==> src/rtl/mdu_pkg.sv <==
// mdu_pkg: shared operation/state types and width constant for the multiply/divide unit
package mdu_pkg;
   localparam int MDU_WIDTH = 32;
   typedef enum logic [1:0] {
      MD_MULT  = 2'b00,
      MD_MULTU = 2'b01,
      MD_DIV   = 2'b10,
      MD_DIVU  = 2'b11
   } mdop_t;
   typedef enum logic [1:0] {
      IDLE = 2'b00,
      CALC = 2'b01,
      FIX  = 2'b10
   } mdu_state_t;
endpackage

==> src/rtl/mdu_absneg.sv <==
// mdu_absneg: conditional two's-complement negation, used for operand magnitudes and result sign fixup
module mdu_absneg
   import mdu_pkg::*;
#(
   parameter int W = MDU_WIDTH
) (
   input  logic [W-1:0] i_x,
   input  logic         i_neg,
   output logic [W-1:0] o_y
);
   assign o_y = i_neg ? (~i_x + W'(1)) : i_x;
endmodule

==> src/rtl/mdu_hilo.sv <==
// mdu_hilo: iterative radix-2 multiply/divide unit owning the HI/LO special registers
module mdu_hilo
   import mdu_pkg::*;
#(
   parameter int WIDTH = MDU_WIDTH,
   parameter int CNTW  = 6
) (
   input  logic             clk,
   input  logic             reset,
   input  logic             start,
   input  logic [1:0]       mdop,
   input  logic [WIDTH-1:0] srca,
   input  logic [WIDTH-1:0] srcb,
   input  logic             spregwrite,
   input  logic             spaddr,
   input  logic             mf,
   output logic             busy,
   output logic             done,
   output logic [WIDTH-1:0] rd_data,
   output logic [WIDTH-1:0] hi,
   output logic [WIDTH-1:0] lo
);
   mdu_state_t         r_state, w_state_nxt;
   mdop_t              w_op;
   logic               r_is_div, r_dz, r_neg_lo, r_neg_hi, r_done;
   logic [CNTW-1:0]    r_cnt;
   logic [WIDTH-1:0]   r_b, r_hi, r_lo;
   logic [2*WIDTH-1:0] r_acc;
   logic               w_signed, w_is_div, w_dz;
   logic [WIDTH-1:0]   w_abs_a, w_abs_b, w_fix_lo, w_fix_hi;
   logic [2*WIDTH-1:0] w_fix_prod, w_step;
   logic [WIDTH:0]     w_msum, w_dtrial;
   logic [2*WIDTH:0]   w_dshift;

   assign w_op     = mdop_t'(mdop);
   assign w_signed = (w_op == MD_MULT) || (w_op == MD_DIV);
   assign w_is_div = (w_op == MD_DIV) || (w_op == MD_DIVU);
   assign w_dz     = w_is_div && (srcb == '0);

   mdu_absneg #(.W(WIDTH)) u_abs_a (.i_x(srca), .i_neg(w_signed & srca[WIDTH-1]), .o_y(w_abs_a));
   mdu_absneg #(.W(WIDTH)) u_abs_b (.i_x(srcb), .i_neg(w_signed & srcb[WIDTH-1]), .o_y(w_abs_b));
   mdu_absneg #(.W(2*WIDTH)) u_fix_prod (.i_x(r_acc), .i_neg(r_neg_lo), .o_y(w_fix_prod));
   mdu_absneg #(.W(WIDTH)) u_fix_lo (.i_x(r_acc[WIDTH-1:0]), .i_neg(r_neg_lo & ~r_dz), .o_y(w_fix_lo));
   mdu_absneg #(.W(WIDTH)) u_fix_hi (.i_x(r_acc[2*WIDTH-1:WIDTH]), .i_neg(r_neg_hi & ~r_dz), .o_y(w_fix_hi));

   // Multiply: acc = {partial, multiplier}; add multiplicand on lsb, shift right with carry.
   // Divide: acc = {remainder, dividend/quotient}; shift left, keep trial subtract if non-negative.
   assign w_msum   = {1'b0, r_acc[2*WIDTH-1:WIDTH]} + (r_acc[0] ? {1'b0, r_b} : '0);
   assign w_dshift = {r_acc, 1'b0};
   assign w_dtrial = w_dshift[2*WIDTH:WIDTH] - {1'b0, r_b};
   assign w_step   = !r_is_div ? {w_msum, r_acc[WIDTH-1:1]}
                   : w_dtrial[WIDTH] ? w_dshift[2*WIDTH-1:0]
                   : {w_dtrial[WIDTH-1:0], w_dshift[WIDTH-1:1], 1'b1};

   assign busy    = (r_state != IDLE);
   assign done    = r_done;
   assign hi      = r_hi;
   assign lo      = r_lo;
   assign rd_data = mf ? (spaddr ? r_hi : r_lo) : '0;

   // State register
   always_ff @(posedge clk or negedge reset)
      if (!reset) r_state <= IDLE;
      else r_state <= w_state_nxt;

   // Next state: divide-by-zero skips the iteration, CALC exits after the last step
   always_comb begin
      w_state_nxt = r_state;
      w_state_nxt = (r_state == IDLE) ? (start ? (w_dz ? FIX : CALC) : IDLE)
                  : (r_state == CALC) ? ((r_cnt == CNTW'(1)) ? FIX : CALC)
                  : IDLE;
   end

   // Datapath: operand capture, iteration, HI/LO write-back and MT writes
   always_ff @(posedge clk or negedge reset)
      if (!reset) begin
         r_cnt    <= '0;
         r_acc    <= '0;
         r_b      <= '0;
         r_hi     <= '0;
         r_lo     <= '0;
         r_is_div <= 1'b0;
         r_dz     <= 1'b0;
         r_neg_lo <= 1'b0;
         r_neg_hi <= 1'b0;
         r_done   <= 1'b0;
      end else begin
         r_done <= (r_state == FIX);
         if (r_state == IDLE && start) begin
            r_cnt    <= CNTW'(WIDTH);
            r_is_div <= w_is_div;
            r_dz     <= w_dz;
            r_neg_lo <= w_signed & (srca[WIDTH-1] ^ srcb[WIDTH-1]);
            r_neg_hi <= w_signed & srca[WIDTH-1];
            r_b      <= w_is_div ? w_abs_b : w_abs_a;
            r_acc    <= w_dz ? {srca, {WIDTH{1'b1}}} : {{WIDTH{1'b0}}, w_is_div ? w_abs_a : w_abs_b};
         end else if (r_state == IDLE && spregwrite) begin
            if (spaddr) r_hi <= srca;
            else r_lo <= srca;
         end else if (r_state == CALC) begin
            r_cnt <= r_cnt - CNTW'(1);
            r_acc <= w_step;
         end else if (r_state == FIX) begin
            r_hi <= r_is_div ? w_fix_hi : w_fix_prod[2*WIDTH-1:WIDTH];
            r_lo <= r_is_div ? w_fix_lo : w_fix_prod[WIDTH-1:0];
         end
      end
endmodule

==> config.mk <==
export PLATFORM = sky130hd
export DESIGN_NAME = mdu_hilo
export DESIGN_NICKNAME = d
export VERILOG_FILES = /design/src/rtl/mdu_pkg.sv /design/src/rtl/mdu_absneg.sv /design/src/rtl/mdu_hilo.sv
export SDC_FILE = /design/constraint.sdc
export NUM_CORES = 1
export LEC_CHECK = 0
export ABC_CLOCK_PERIOD_IN_PS = 5900
export CAP_MARGIN = 20
export CORE_MARGIN = 2
export CORE_UTILIZATION = 50
export DETAILED_ROUTE_END_ITERATION = 8
export PLACE_DENSITY = 0.72
export SLEW_MARGIN = 20
export SYNTH_ARGS = -nofsm -noshare
export SYNTH_HDL_FRONTEND = slang
export SYNTH_SLANG_ARGS = --single-unit
==> constraint.sdc <==
create_clock -name clk -period 5.9 [get_ports clk]
set_clock_uncertainty 0.2 [all_clocks]
set_input_delay 1.475 -clock clk [delete_from_list [all_inputs] [get_ports clk]]
set_output_delay 1.475 -clock clk [all_outputs]
set_load 0.02 [all_outputs]
==> metrics.md <==
| Metric | Value |
|---|---|
| Effective utilization at floorplan | 0.508 |
| Most used flip-flop cell after synthesis | sky130_fd_sc_hd__dfrtp_1 |
| Ratio of final minimum period to clock period | 0.849 |
| Period minus WS final | 5.01 ns |
| GR Util All Layers | 0.392 |
| Number of flops mapped to enable cells by yosys | 0 |
| Sequential fraction of the synthesis area | 0.269 |
| Most instantiated library cell after synthesis | sky130_fd_sc_hd__nand2_1 |
| Worst Path Class, Setup | in2out |
| Area of the die | 33600 sq um |
| Internal power | 1.89 mW |
| Proportion of synthesized flip-flops having asynchronous set or reset | 1.00 |
| Arrival time of the worst setup path | 3.34 ns |
| Mapped Avg Cell Area | 7.60 sq um |
| Endpoints failing hold | 0 |
| Area used by multi-input combinational logic | 11000 sq um |
| Power per cell area | 141 nW/um^2 |
| Critical-path cell with the highest stage delay | sky130_fd_sc_hd__clkdlybuf4s50_1 |
| Standard cell core area | 31600 sq um |
| Number of failing setup endpoints in the final timing report | 0 |
| RSZ-0062 raised after global routing | false |
| Detailed Place HPWL | 51800 um |
| Post-route antenna net violation count | 0 |
| Storage cell area | 4330 sq um |
| Final std cell area, no fill | 18600 sq um |
| Worst path most repeated cell | sky130_fd_sc_hd__clkdlybuf4s50_1 |
| Top cells by area in the synthesized netlist | sky130_fd_sc_hd__dfrtp_1, sky130_fd_sc_hd__o21ai_0, sky130_fd_sc_hd__nand2_1 |
| Num CTS Buffers | 17 |
| Worst-skew pair later-pin latency | 0.45 ns |
| RePlAce Congestion | 0.958 |
| Pin count of the biggest net entering global routing | 99 |
| Clk pwr share | 0.425 |
| Number of standard-cell rows in the floorplan | 65 |
| Category of the worst setup path capture point | output port |
| Commonest cells post-synth | sky130_fd_sc_hd__nand2_1, sky130_fd_sc_hd__nor2_1, sky130_fd_sc_hd__o21ai_0, sky130_fd_sc_hd__a21oi_1, sky130_fd_sc_hd__dfrtp_1 |
| Clock Path Buffers | 2 |
| Number of nets in the finished design | 2353 |
| Number of antenna violations at the first check in global routing | 1 |
| Horizontal die dimension | 183 um |
| Top-level I/O count | 170 |
| Fillers | 2981 |
| Critical path peak fanout | 32 |
| Required @ worst endpoint | 4.22 ns |
| Maximum achievable frequency | 200 MHz |
| Clock net sink count | 173 |
| Net switching power | 739 uW |
| Cell type contributing the most total cell area after synthesis | sky130_fd_sc_hd__dfrtp_1 |
| Peak VDD IR | 0.000182 V |
| Kind of launch point of the worst setup path | input port |
| Detailed-route wire length per cell | 25.1 um |
| CTS-repair resized insts | 0 |
| Fraction of synthesized cell area taken by the top area cell type | 0.269 |
| IO Port Bufs | 169 |
| Gate count after technology mapping | 2116 |
| Synthesis warning total | 0 |
| Area Overhead vs Synth | 15.9% |
| DRC errors left | 0 |
| CTS tree | built |
| Share of layout cells above drive strength 1 | 0.0563 |
| Min-delay worst type | reg2reg |
| Via count | 17100 |
| Chip height | 183 um |
| Number of post-CTS setup repair buffers | 0 |
| Leakage power of the design | 7.76 nW |
| Final setup TNS | 0 ns |
| Ordered cell list for the critical path | clkdlybuf4s50_1 > nor2b_1 > clkdlybuf4s50_1 |
| Register share of total power | 0.450 |
| Clock root buffer master | sky130_fd_sc_hd__clkbuf_16 |
| Max Cap Viol | 0 |
| Clock-pin slew on the worst setup and hold paths | 0.07 ns |
| Total detailed-routing wirelength | 65800 um |
| Net switching share of the total power | 0.281 |
| Worst-Margin Slew | 1.04 ns |
| Via count of the first global-routing pass | 16000 |
| Post-Syn Area | 16100 sq um |
| Combinational cell fraction of total power | 0.125 |
| Slew margin rel. | 0.306 |
| Detailed-router iteration count before antenna repair | 6 |
| Outcome | complete, no violations |
| Standard cell area after detailed placement | 18100 sq um |
| Crit-path max cell delay | 0.98 ns |
| Synthesized flop and latch total | 173 |
| Post-synth net total | 2260 |
| Final Max Slew Viols | 0 |
| Leftover overflow at the end of global routing | 0 |
| Number of H-tree levels | 4 |
| Detailed Route Iter0 Violations | 2028 |
| Average via count per standard cell | 6.50 |
| Hold_buf cts | 0 |
| First-pass GRT wire length | 99100 um |
| Distinct cell type count after synthesis | 89 |
[layout by cell type (no fill, tap or decap), types with 24 or more instances in the layout]
| cell type | netlist | routed |
|---|---|---|
| sky130_fd_sc_hd__nor3_1 | 36 | 35 |
| sky130_fd_sc_hd__xor2_1 | 76 | 76 |
| sky130_fd_sc_hd__inv_1 | 65 | 65 |
| sky130_fd_sc_hd__a31oi_1 | 29 | 29 |
| sky130_fd_sc_hd__o31ai_1 | 47 | 47 |
| sky130_fd_sc_hd__a21oi_1 | 187 | 187 |
| sky130_fd_sc_hd__nor2_1 | 222 | 221 |
| sky130_fd_sc_hd__mux2i_1 | 86 | 86 |
| sky130_fd_sc_hd__ha_1 | 70 | 70 |
| sky130_fd_sc_hd__o21ai_0 | 206 | 206 |
| sky130_fd_sc_hd__nand3_1 | 31 | 31 |
| sky130_fd_sc_hd__buf_4 | 1 | 39 |
| sky130_fd_sc_hd__nand2_1 | 258 | 256 |
| sky130_fd_sc_hd__xnor2_1 | 98 | 98 |
| sky130_fd_sc_hd__clkdlybuf4s50_1 | 0 | 166 |
| sky130_fd_sc_hd__nor2b_1 | 50 | 49 |
| sky130_fd_sc_hd__dfrtp_1 | 173 | 172 |
| sky130_fd_sc_hd__a21o_1 | 24 | 24 |
[registers in the layout (all words and copies together), names as in the netlist]
signal / flops
done: 1
hi: 32
lo: 32
r_acc: 64
r_b: 32
r_cnt: 6
r_dz: 1
r_is_div: 1
r_neg_hi: 1
r_neg_lo: 1
r_state: 2
[worst paths after layout]
check,startpoint,endpoint,slack (ns),cells past startpoint
min in group asynchronous,reset,hi[18],0.81,1
worst min register to register,r_b[27],r_b[27],0.29,2
worst max register to register,r_acc[31],r_acc[37],1.19,13
worst max-delay path,mf,rd_data[26],0.89,3
worst min-delay path,r_b[27],r_b[27],0.29,2
max in group asynchronous,reset,hi[22],3.54,2
[final cells by class]
class | count | area share
Multi-Input combinational cell | 1743 | 0.591
Timing Repair Buffer | 208 | 0.106
Sequential cell | 173 | 0.232
Tap cell | 402 | 0.0270
Clock inverter | 15 | 0.00732
Antenna cell | 2 | 0.000269
Clock buffer | 17 | 0.0228
Inverter | 66 | 0.0133
[per-stage QoR]
step | hold slack [ns] | total power, mW | utilization | worst slack [ns] | std cells
6_report | 0.291 | 2.63 | 0.589 | 0.889 | 2626
5_1_grt | 0.320 | 2.70 | 0.589 | 0.707 | 2624
4_1_cts | 0.291 | 2.62 | 0.589 | 0.896 | 2624
3_5_place_dp | 0.277 | 1.53 | 0.571 | 0.756 | 2592
3_3_place_gp | 0.268 | 1.53 | 0.571 | 0.823 | 2592
2_1_floorplan | 0.250 | 1.35 | - | 1.58 | 2116
[power groups by stage]
| stage | clock network [mW] | logic (mW) | registers (mW) |
|---|---|---|---|
| after detailed placement | 0 | 0.320 | 1.21 |
| after CTS | 1.12 | 0.321 | 1.19 |
| after global placement | 0 | 0.317 | 1.21 |
| after floorplan | 0 | 0.140 | 1.21 |
| final | 1.12 | 0.329 | 1.19 |
| after global routing | 1.17 | 0.347 | 1.18 |
[worst max-delay path, delay by kind of cell]
kind,cells,cell delay [ns]
AND/OR/NAND/NOR,1,0.25
buffers and inverters,2,1.60
[kinds of logic after synthesis]
group / share of synthesized area
and+or+nand+nor: 0.214
adders and majority gates: 0.0570
muxes: 0.0619
xor gates and xnor gates: 0.0968
AOI/OAI and AO/OA: 0.253
DFF: 0.269
buffers and inverters: 0.0483
[routing by layer]
| layer | up-vias | GRT usage | share of wire |
|---|---|---|---|
| li1 | 7747 | - | - |
| met1 | 8098 | 0.507 | 0.40 |
| met3 | 198 | 0.0846 | 0.10 |
| met5 | - | 0 | 0 |
| met4 | 0 | 0.222 | 0.063 |
| met2 | 1026 | 0.610 | 0.44 |
(Power assumes the default switching activity.)
